File: config.mk
export PLATFORM = sky130hd
export DESIGN_NAME = pb_keypad
export DESIGN_NICKNAME = d
export VERILOG_FILES = /design/src/rtl/pb_keypad.sv
export SDC_FILE = /design/constraint.sdc
export NUM_CORES = 1
export LEC_CHECK = 0
export ABC_CLOCK_PERIOD_IN_PS = 5650
export CAP_MARGIN = 20
export CORE_MARGIN = 5
export CORE_UTILIZATION = 45
export CTS_CLUSTER_SIZE = 20
export DETAILED_ROUTE_END_ITERATION = 10
export PLACE_DENSITY_LB_ADDON = 0.15
export SLEW_MARGIN = 0
export SYNTH_ARGS = -nofsm -noshare
export SYNTH_HDL_FRONTEND = slang
export SYNTH_SLANG_ARGS = --single-unit
File: constraint.sdc
create_clock -name clk -period 5.65 [get_ports clk]
set_input_delay 1.13 -clock clk [delete_from_list [all_inputs] [get_ports clk]]
set_output_delay 1.13 -clock clk [all_outputs]
set_load 0.05 [all_outputs]
File: src/rtl/pb_keypad.sv
// 4x4 keypad scanner with 2-flop column sync, frame debounce and a 4-entry key-code FIFO on the Picoblaze port bus.
// Latency: DEBOUNCE frames of 4*SCAN_DIV+1 cycles from a stable press to the FIFO; reads return registered data one cycle later.
// Backpressure: none; a push into a full FIFO is dropped and flagged as sticky overflow.
module pb_keypad #(
    parameter logic [7:0]  BASE_ADDRESS = 8'h20,
    parameter logic [15:0] SCAN_DIV     = 16'd50000,
    parameter int          DEBOUNCE     = 3
) (
    input  logic       clk,
    input  logic       reset,
    input  logic [7:0] port_id,
    input  logic [7:0] data_in,
    input  logic       read_strobe,
    input  logic       write_strobe,
    output logic [7:0] data_out,
    output logic       interrupt,
    output logic [3:0] row,
    input  logic [3:0] col
);

    localparam logic [15:0] DIV_LAST = SCAN_DIV - 16'd1;
    localparam logic [2:0]  DB       = 3'(DEBOUNCE);

    typedef enum logic {DRIVE, EVAL} state_t;

    state_t      state_q, state_d;
    logic [3:0]  col_s1, col_s2;
    logic [1:0]  r_q, r_d;
    logic [15:0] div_q, div_d;
    logic [15:0] frame_q, frame_d, prev_q, prev_d, stable_q, stable_d, new_keys;
    logic [2:0]  cnt_q, cnt_d;
    logic        push;
    logic [3:0]  push_code;

    logic [3:0]  mem [0:3];
    logic [1:0]  wr_ptr, rd_ptr;
    logic [2:0]  count;
    logic        overflow, irq_en;
    logic        not_empty, full, pop_req, ctrl_wr, flush, clr_ovf;
    logic        do_push, do_pop, ovf_set;
    logic [7:0]  rd_mux;
    logic        unused_data;

    assign unused_data = ^data_in[7:3];
    assign row = ~(4'b0001 << r_q);

    always_ff @(posedge clk or negedge reset) begin
        if (!reset) begin
            col_s1   <= 4'hF;
            col_s2   <= 4'hF;
            state_q  <= DRIVE;
            r_q      <= 2'd0;
            div_q    <= 16'd0;
            frame_q  <= 16'd0;
            prev_q   <= 16'd0;
            stable_q <= 16'd0;
            cnt_q    <= 3'd0;
        end else begin
            col_s1   <= col;
            col_s2   <= col_s1;
            state_q  <= state_d;
            r_q      <= r_d;
            div_q    <= div_d;
            frame_q  <= frame_d;
            prev_q   <= prev_d;
            stable_q <= stable_d;
            cnt_q    <= cnt_d;
        end
    end

    always_comb begin
        state_d   = state_q;
        r_d       = r_q;
        div_d     = div_q;
        frame_d   = frame_q;
        prev_d    = prev_q;
        stable_d  = stable_q;
        cnt_d     = cnt_q;
        new_keys  = 16'd0;
        push      = 1'b0;
        push_code = 4'd0;
        case (state_q)
            DRIVE: begin
                if (div_q == DIV_LAST) begin
                    div_d = 16'd0;
                    frame_d[{r_q, 2'b00} +: 4] = ~col_s2;
                    if (r_q == 2'd3) begin
                        r_d     = 2'd0;
                        state_d = EVAL;
                    end else begin
                        r_d = r_q + 2'd1;
                    end
                end else begin
                    div_d = div_q + 16'd1;
                end
            end
            EVAL: begin
                state_d = DRIVE;
                prev_d  = frame_q;
                if (frame_q == prev_q)
                    cnt_d = (cnt_q == 3'd7) ? 3'd7 : cnt_q + 3'd1;
                else
                    cnt_d = 3'd1;
                // Only a debounced frame can report presses; new bits are judged against the old stable map.
                if (cnt_d >= DB) begin
                    stable_d = frame_q;
                    new_keys = frame_q & ~stable_q;
                    push     = |new_keys;
                    for (int i = 15; i >= 0; i--)
                        if (new_keys[i]) push_code = 4'(i);
                end
            end
            default: state_d = DRIVE;
        endcase
    end

    assign not_empty = (count != 3'd0);
    assign full      = (count == 3'd4);
    assign pop_req   = read_strobe && (port_id == BASE_ADDRESS + 8'd1);
    assign ctrl_wr   = write_strobe && (port_id == BASE_ADDRESS + 8'd2);
    assign flush     = ctrl_wr & data_in[2];
    assign clr_ovf   = ctrl_wr & data_in[1];
    assign do_pop    = pop_req & not_empty & ~flush;
    assign do_push   = push & ~flush & (~full | do_pop);
    assign ovf_set   = push & ~flush & full & ~do_pop;

    always_comb begin
        rd_mux = 8'h00;
        if (port_id == BASE_ADDRESS)
            rd_mux = {4'b0000, irq_en, overflow, full, not_empty};
        else if (port_id == BASE_ADDRESS + 8'd1)
            rd_mux = not_empty ? {4'h0, mem[rd_ptr]} : 8'h00;
    end

    always_ff @(posedge clk or negedge reset) begin
        if (!reset) begin
            for (int i = 0; i < 4; i++) mem[i] <= 4'd0;
            wr_ptr    <= 2'd0;
            rd_ptr    <= 2'd0;
            count     <= 3'd0;
            overflow  <= 1'b0;
            irq_en    <= 1'b0;
            interrupt <= 1'b0;
            data_out  <= 8'h00;
        end else begin
            if (flush) begin
                wr_ptr <= 2'd0;
                rd_ptr <= 2'd0;
                count  <= 3'd0;
            end else begin
                if (do_push) begin
                    mem[wr_ptr] <= push_code;
                    wr_ptr      <= wr_ptr + 2'd1;
                end
                if (do_pop)
                    rd_ptr <= rd_ptr + 2'd1;
                if (do_push && !do_pop)
                    count <= count + 3'd1;
                else if (do_pop && !do_push)
                    count <= count - 3'd1;
            end
            overflow  <= (overflow & ~clr_ovf) | ovf_set;
            if (ctrl_wr)
                irq_en <= data_in[0];
            interrupt <= irq_en & not_empty;
            data_out  <= rd_mux;
        end
    end

endmodule

==> results of run 1 <==
flip-flops by register name (all words and copies together) (netlist names):
name / count
state_q: 1
wr_ptr: 2
stable_q: 16
r_q: 2
prev_q: 16
interrupt: 1
cnt_q: 3
count: 3
irq_en: 1
overflow: 1
col_s1: 4
div_q: 16
mem: 16
rd_ptr: 2
col_s2: 4
data_out: 4
frame_q: 16
power by group:
part           total (W)  switching, W  internal, W
clock           0.000635      0.000286     0.000349
sequential      0.000787    0.00000628     0.000781
combinational  0.0000524     0.0000322    0.0000202
per-stage QoR:
step           setup slack (ns)  area (sq um)  power (W)  hold WS [ns]
5_1_grt                    1.35          5910    0.00154         0.363
4_1_cts                    1.57          5910    0.00150         0.359
3_5_place_dp               1.22          5610   0.000856         0.347
3_3_place_gp               1.28          5600   0.000855         0.346
2_1_floorplan              1.88          5240   0.000825         0.345
6_report                   1.59          5910    0.00148         0.357
worst paths after layout:
path                            startpoint        end  slack [ns]  depth (start not counted)
worst min register to register   col_s1[2]  col_s2[2]        0.36                          0
worst max register to register  frame_q[1]     mem[5]        2.59                          6
worst max-delay path            port_id[4]   count[2]        1.59                          9
max in group asynchronous            reset   div_q[6]        3.67                          2
min in group asynchronous            reset    mem[11]        0.82                          1
worst min-delay path             col_s1[2]  col_s2[2]        0.36                          0
cell families (layout without fill, tap and decap cells):
group	count (synthesis)	count (layout)	synth area share [%]
adders and majority gates	13	13	3.26
muxes	45	45	10.9
AOI/OAI and AO/OA	47	47	5.99
DFF	108	108	51.9
xor gates and xnor gates	29	29	4.86
buffers and inverters	30	60	2.75
and+or+nand+nor	219	219	20.2
other	1	4	0.0718
per-layer routing:
| metal | wire length [um] | global-route usage [%] |
|---|---|---|
| met4 | 66 | 3.23 |
| met3 | 277 | 4.32 |
| met2 | 4720 | 24.2 |
| met1 | 4550 | 18.2 |
| met5 | 0 | 0 |
synth_stat cells (4+ instances only):
cell / count
mux2i_1: 8
nand2b_1: 9
nand3_1: 10
nor2b_1: 21
nor4_1: 10
nand4_1: 8
nand2_1: 101
a21oi_1: 10
ha_1: 12
dfrtp_1: 100
dfstp_2: 8
buf_4: 4
nor2_1: 29
or3_1: 4
mux4_2: 4
o21ai_0: 7
nor3_1: 6
mux2_2: 25
mux2_4: 8
inv_1: 15
clkbuf_1: 7
o31ai_1: 19
xnor2_1: 20
xor2_1: 9
and3_1: 7
cell type report:
type | instances | area (sq um)
timing repair buffer | 29 | 280
inverter | 15 | 56.3
multi-input combinational | 357 | 2380
clock buffer | 10 | 229
tap | 143 | 179
clock inverter | 6 | 72.6
sequential | 108 | 2710
fill | 1022 | 5510
==> run summary, run 1 <==
status: completed
Yosys top cell by area: dfrtp_1
# diodes: 0
Crit. End Element: flip-flop
Largest delay share family, worst path: simple AND/OR/NAND/NOR gates
setup tns final: 0 ns
Rows: 39
Die ar.: 0.0139 sq mm
cts repair resizes: 0
Crit Path Max Fanout: 7
minimum clock period: 4.06 ns
Slew HR: 35.8%
number of port buffers: 27
sequential element share of the synthesized area: 51.9%
Arr. time, crit path: 4.33 ns
Clock Sinks: 108
dpl cells: 652
Main synth FF type: dfrtp_1
non-filler cells, final: 668
CTS buffer count: 9
Synth area leaders: dfrtp_1 (48%), nand2_1 (7.3%), mux2_2 (5.4%)
ratio of cells with drive above 1 in the final layout: 13.3%
core area: 0.0114 sq mm
Unique masters post-synth: 51
GRT Residual Overflow: 0
cells along the critical path: clkdlybuf4s50_1 > or4b_1 > or4_1 > nor2_1 > nor3_1 > fa_1 > or3_1 > mux2i_1 > mux2i_1
number of synthesis warnings: 0
CP Class: primary input to flip-flop
Synth-to-Final Area Change: 13.1%
H-tree Lvls: 3
CTS root buffer: clkbuf_16
Final Max Tran Viols: 0
Pleak: 2.76 nW
Via density: 5.22
drt total wl: 9620 um
Req. time, crit path: 5.92 ns
I/O pin count: 37
clock tree from TritonCTS: yes
vias in the first global route: 3514
most used cell, CP: mux2i_1
Hold Buf Count CTS: 0
Initial DRC Count: 127
Worst-Margin Slew: 0.962 ns
CP Launch Type: primary input
Mapped Area: 0.00523 sq mm
postcts setup bufs: 0
Syn Area/Cell: 10.6 sq um
Final Hold Viols: 0
Tot GR Track Use: 14.3%
Max Clock Freq: 0.246 GHz
Synth Instances: 492
max_cap viols: 0
Final Cycle Share: 71.8%
Routed Antenna Nets: 0
Via Count: 3487
hold crit path type: flip-flop to flip-flop
pwr/cell area: 250 mW/mm^2
EDFF count, synth: 0
Longest Clk Path Bufs: 2
commonest non-fill, non-tap cell in the layout: nand2_1
Nets: 557
die width: 118 um
GP Congestion: 0.804
Synth top area share: 47.9%
DR DRC count: 0
Initial Util: 45.8%
die height: 118 um
detailed-route wire length per cell: 14.4 um
Setup Skew: 0.00639 ns
initial antenna violation count: 0
Worst path max stage delay: 0.56 ns
most frequent cells in the layout: nand2_1 (101), dfrtp_1 (100), nor2_1 (29), clkdlybuf4s50_1 (26), mux2_2 (25)
largest net degree at the start of global routing: 59
global-route wire length before repair: 16500 um
endpoints failing setup: 0
clock slew seen by the registers of the worst setup and hold paths: 0.07 ns
Pre-Repair DR Iteration Count: 4
Final Core Density: 51.8%
FFs w/ async S/R, synth: 100%
#FFs+latches synth: 108
RSZ-0062 raised after global routing: no
placed wire-length estimate: 7020 um
worst-skew pair later-pin latency: 0.34 ns
Buf+Inv Stages, Crit Path: 1
VDD IR-drop max: 212 uV
Slowest-stage cell, CP: or4_1
No activity file was read; power rests on OpenSTA's default activity.
==> inputs of run 2 (changes only) <==
Settings changed: ABC_CLOCK_PERIOD_IN_PS 5650 to 3800.
Clock period 5.65 ns to 3.8 ns, I/O delays scaled along.
==> run summary, run 2 (synthesis results as in run 1) <==
Largest delay share family, worst path: simple AND/OR/NAND/NOR gates
Synth-to-Final Area Change: 13.9%
max layer used: met4
area of the multi-input gates: 0.00238 sq mm (unchanged)
postcts setup bufs: 0 (unchanged)
Die ar.: 0.0139 sq mm (unchanged)
H-tree Lvls: 3 (unchanged)
max_cap viols: 0 (unchanged)
Buf+Inv Stages, Crit Path: 1 (unchanged)
Worst-Margin Slew: 0.672 ns (-0.291 ns)
most used cell, CP: mux2i_1
worst-skew pair later-pin latency: 0.35 ns (about the same)
number of port buffers: 27 (unchanged)
Max Clock Freq: 0.306 GHz
die height: 118 um (unchanged)
Tot Pwr: 0.00213 W (+45%)
endpoints failing setup: 0 (unchanged)
Detail Route met3 WL: 315 um (+14%)
pwr/cell area: 358 mW/mm^2 (+44%)
VDD IR-drop max: 499 uV (+140%)
clock tree from TritonCTS: yes
setup tns final: 0 ns (unchanged)
pre-CTS setup slack: 0.165 ns (-1.05 ns)
Worst Setup SP: port_id[7]
critical path depth: 9 (unchanged)
reg2reg end: count[2]
clock slew seen by the registers of the worst setup and hold paths: 0.07 ns (about the same)
Clock Sinks: 108 (unchanged)
Final Cycle Share: 85.9%
die width: 118 um (unchanged)
Nets: 564 (+1.3%)
vias in the first global route: 3473 (-1.2%)
Longest Clk Path Bufs: 2 (unchanged)
Final Core Density: 52.1% (+0.36 points)
Initial DRC Count: 148 (+17%)
Via density: 5.20 (-0.47%)
I/O pin count: 37 (unchanged)
hold crit path type: flip-flop to flip-flop
Setup Skew: 0.00704 ns (+0.000651 ns)
CTS buffer count: 9 (unchanged)
reg2reg setup slack: 0.84 ns (-1.75 ns)
final setup margin: 0.534 ns (-1.06 ns)
M1 WL: 4540 um (-0.22%)
R2R Path Start: frame_q[13]
Tot GR Track Use: 15.0% (+0.69 points)
Slowest-stage cell, CP: or4b_1
CP Launch Type: primary input
Pleak: 2.79 nW (+1.0%)
CTS root buffer: clkbuf_16
Final Max Tran Viols: 0 (unchanged)
Crit. End Element: flip-flop
CP Class: primary input to flip-flop
Crit Path Max Fanout: 2 (-5)
initial antenna violation count: 0 (unchanged)
global-route wire length before repair: 17000 um (+2.7%)
Via Count: 3507 (+0.57%)
Worst path max stage delay: 0.55 ns (about the same)
cells along the critical path: clkdlybuf4s50_1 > or4b_1 > or4_1 > nor2_1 > nor3_1 > fa_1 > or3_1 > mux2i_1 > mux2i_1
GRT Residual Overflow: 0 (unchanged)
Initial Util: 45.8% (unchanged)
ratio of cells with drive above 1 in the final layout: 14.3% (+0.95 points)
Req. time, crit path: 4.08 ns (-1.84 ns)
number of fillers in the final layout: 1045 (+2.3%)
metal2 WL: 4800 um (+1.6%)
detailed-route wire length per cell: 14.5 um (+0.85%)
Pre-Repair DR Iteration Count: 5 (+1)
most frequent cells in the layout: nand2_1 (101), dfrtp_1 (100), nor2_1 (29), clkdlybuf4s50_1 (26), mux2_2 (25)
RSZ-0062 raised after global routing: no
commonest non-fill, non-tap cell in the layout: nand2_1
Routed Antenna Nets: 0 (unchanged)
Rows: 39 (unchanged)
Reg area: 0.00271 sq mm (unchanged)
Slew HR: 54.8% (+19 points)
DR DRC count: 0 (unchanged)
Reg2Reg Depth: 9 (+3)
cts repair resizes: 0 (unchanged)
Final Hold Viols: 0 (unchanged)
Worst Setup EP: count[2]
core area: 0.0114 sq mm (unchanged)
placed wire-length estimate: 7200 um (+2.6%)
Hold Worst Slack: 0.356 ns (-0.00130 ns)
# diodes: 0 (unchanged)
minimum clock period: 3.27 ns
Hold Buf Count CTS: 0 (unchanged)
status: completed
Arr. time, crit path: 3.55 ns (-0.78 ns)
largest net degree at the start of global routing: 71 (+20%)
GP Congestion: 0.818 (+1.7%)
drt total wl: 9800 um (+1.9%)
run 2: area by class of cell:
type	count	share of cell area, %
flip-flops and latches	108	45.6
clock buffers	10	3.85
well taps	143	3.01
multi-input cells	357	40.0
repair buffers	36	5.84
clock inverters	6	0.778
inverters	15	0.946
run 2: stage by stage:
step | cell area [sq um] | cells
detailed placement | 5680 | 659
finish | 5950 | 675
global route | 5950 | 675
CTS | 5950 | 675
global placement | 5680 | 659
floorplan | 5240 | 495
run 2: how the worst min path moves through the flow:
stage | startpoint | to | cells past startpoint
final | col_s1[3] | col_s2[3] | 0
after global routing | col_s1[0] | col_s2[0] | 0
after CTS | col_s1[3] | col_s2[3] | 0
after floorplan | col_s1[0] | col_s2[0] | 0
after detailed placement | col_s1[3] | col_s2[3] | 0
after global placement | col_s1[1] | col_s2[1] | 0
run 2: where the power goes:
part	switching, W	leakage (nW)	internal (W)
Clock	0.000431	0.132	0.000451
Sequential	0.00000884	1.46	0.00116
Combinational	0.0000483	1.20	0.0000317
run 2: metal layers:
layer / GRT usage, % / up-vias
met3: 5.00 / 11
met5: 0 / -
li1: - / 1744
met2: 24.6 / 36
met1: 19.0 / 1716
met4: 4.44 / 0
==> inputs of run 3 (changes only) <==
Settings changed: MAX_ROUTING_LAYER from default to met4.
==> run summary, run 3 (synthesis results as in run 1) <==
status: completed
Finished Cell Area: 0.00595 sq mm (unchanged)
placed wire-length estimate: 7200 um (unchanged)
I/O pin count: 37 (unchanged)
worst-skew pair later-pin latency: 0.36 ns (about the same)
vias in the first global route: 3474 (+0.029%)
minimum clock period: 3.26 ns (-0.000715 ns)
Worst-Margin Slew: 0.672 ns (+0.0000000596 ns)
Worst path max stage delay: 0.55 ns (about the same)
Initial DRC Count: 152 (+2.7%)
pre-CTS setup slack: 0.165 ns (unchanged)
clock slew seen by the registers of the worst setup and hold paths: 0.07 ns (about the same)
Final Cycle Share: 85.9% (about the same)
max_cap viols: 0 (unchanged)
Nets: 564 (unchanged)
Pint: 0.00164 W (about the same)
most frequent cells in the layout: nand2_1 (101), dfrtp_1 (100), nor2_1 (29), clkdlybuf4s50_1 (26), mux2_2 (25)
R2R Path Start: frame_q[13]
Hold Buf Count CTS: 0 (unchanged)
GRT Residual Overflow: 0 (unchanged)
reg2reg setup slack: 0.84 ns (about the same)
CTS buffer count: 9 (unchanged)
detailed-route wire length per cell: 14.5 um (about the same)
Slew HR: 54.8% (unchanged)
switching share of power: 23.0% (+0.084 points)
pwr/cell area: 359 mW/mm^2 (+0.11%)
Rows: 39 (unchanged)
initial antenna violation count: 0 (unchanged)
Placed Area: 0.00568 sq mm (unchanged)
Setup Skew: 0.0100 ns (+0.00301 ns)
clock tree from TritonCTS: yes
Initial Util: 45.8% (unchanged)
commonest non-fill, non-tap cell in the layout: nand2_1
Crit. End Element: flip-flop
Tot GR Track Use: 15.5% (+0.44 points)
Via Count: 3508 (+0.029%)
cells along the critical path: clkdlybuf4s50_1 > or4b_1 > or4_1 > nor2_1 > nor3_1 > fa_1 > or3_1 > mux2i_1 > mux2i_1
CP Class: primary input to flip-flop
Synth-to-Final Area Change: 13.9% (unchanged)
Worst Setup SP: port_id[7]
power share of the combinational group: 3.7% (about the same)
die width: 118 um (unchanged)
Slowest-stage cell, CP: or4b_1
global-route wire length before repair: 17000 um (about the same)
Req. time, crit path: 4.08 ns (about the same)
Pleak: 2.79 nW (unchanged)
number of port buffers: 27 (unchanged)
hold crit path type: flip-flop to flip-flop
cts repair resizes: 0 (unchanged)
Largest delay share family, worst path: simple AND/OR/NAND/NOR gates
Tot Pwr: 0.00213 W (+0.11%)
# diodes: 0 (unchanged)
Final Max Tran Viols: 0 (unchanged)
DR DRC count: 0 (unchanged)
Die ar.: 0.0139 sq mm (unchanged)
Clock Sinks: 108 (unchanged)
clock group share of total power: 41.4% (about the same)
Via density: 5.20 (about the same)
Seq pwr share: 54.8% (about the same)
drt total wl: 9790 um (about the same)
Hold Worst Slack: 0.356 ns (unchanged)
core area: 0.0114 sq mm (unchanged)
Final Hold Viols: 0 (unchanged)
Buf+Inv Stages, Crit Path: 1 (unchanged)
endpoints failing setup: 0 (unchanged)
setup tns final: 0 ns (unchanged)
Crit Path Max Fanout: 2 (unchanged)
Longest Clk Path Bufs: 2 (unchanged)
Routed Antenna Nets: 0 (unchanged)
Max Clock Freq: 0.306 GHz (about the same)
CTS root buffer: clkbuf_16
VDD IR-drop max: 497 uV (-0.26%)
postcts setup bufs: 0 (unchanged)
hold wc startpoint: col_s1[3]
RSZ-0062 raised after global routing: no
die height: 118 um (unchanged)
final setup margin: 0.535 ns (+0.000715 ns)
largest net degree at the start of global routing: 71 (unchanged)
Switch Pwr: 0.000490 W (+0.48%)
Arr. time, crit path: 3.55 ns (about the same)
most used cell, CP: mux2i_1
CP Launch Type: primary input
H-tree Lvls: 3 (unchanged)
GP Congestion: 0.830 (+1.5%)
ratio of cells with drive above 1 in the final layout: 14.3% (unchanged)
Pre-Repair DR Iteration Count: 4 (-1)
run 3: cell counts in the layout (fill, tap and decap cells not counted):
No cell type changed its count.
run 3: per-stage QoR:
stage | instances | utilization [%]
2_1_floorplan | 495 | -
3_3_place_gp | 659 | 49.7
3_5_place_dp | 659 | 49.7
4_1_cts | 675 | 52.1
5_1_grt | 675 | 52.1
6_report | 675 | 52.1
run 3: worst paths after layout:
| kind | to | cells after the start |
|---|---|---|
| setup / recovery | count[2] | 9 |
| hold / removal | col_s2[3] | 0 |
| setup reg to reg | count[2] | 9 |
| hold reg to reg | col_s2[3] | 0 |
| max in group asynchronous | col_s2[1] | 2 |
| min in group asynchronous | mem[1] | 1 |
run 3: layout make-up:
cell class	instances	area (sq um)
sequential	108	2710
clock inverter	6	46.3
timing repair buffer	36	348
inverter	15	56.3
clock buffer	10	229
fill	1045	5470
multi-input combinational	357	2380
tap	143	179
run 3: routing by layer:
metal | vias to the layer above | routed length, um | track usage, %
li1 | 1744 | - | -
met1 | 1716 | 4500 | 18.9
met2 | 37 | 4830 | 24.7
met3 | 11 | 283 | 4.23
met4 | 0 | 180 | 5.52
met5 | - | 0 | -
run 3: worst register-to-register path, delay by kind of cell, from the launching register on:
family	cells	cell delay, ns
and+or+nand+nor	6	1.71
muxes	2	0.36
adders and majority gates	1	0.38
DFF	1	0.43
run 3: power groups by stage:
| stage | registers, W | clock network [W] | logic (W) |
|---|---|---|---|
| after floorplan | 0.00119 | 0 | 0.0000358 |
| after global placement | 0.00119 | 0 | 0.0000813 |
| after detailed placement | 0.00119 | 0 | 0.0000823 |
| after CTS | 0.00117 | 0.000916 | 0.0000831 |
| after global routing | 0.00117 | 0.000966 | 0.0000902 |
| final | 0.00117 | 0.000884 | 0.0000800 |
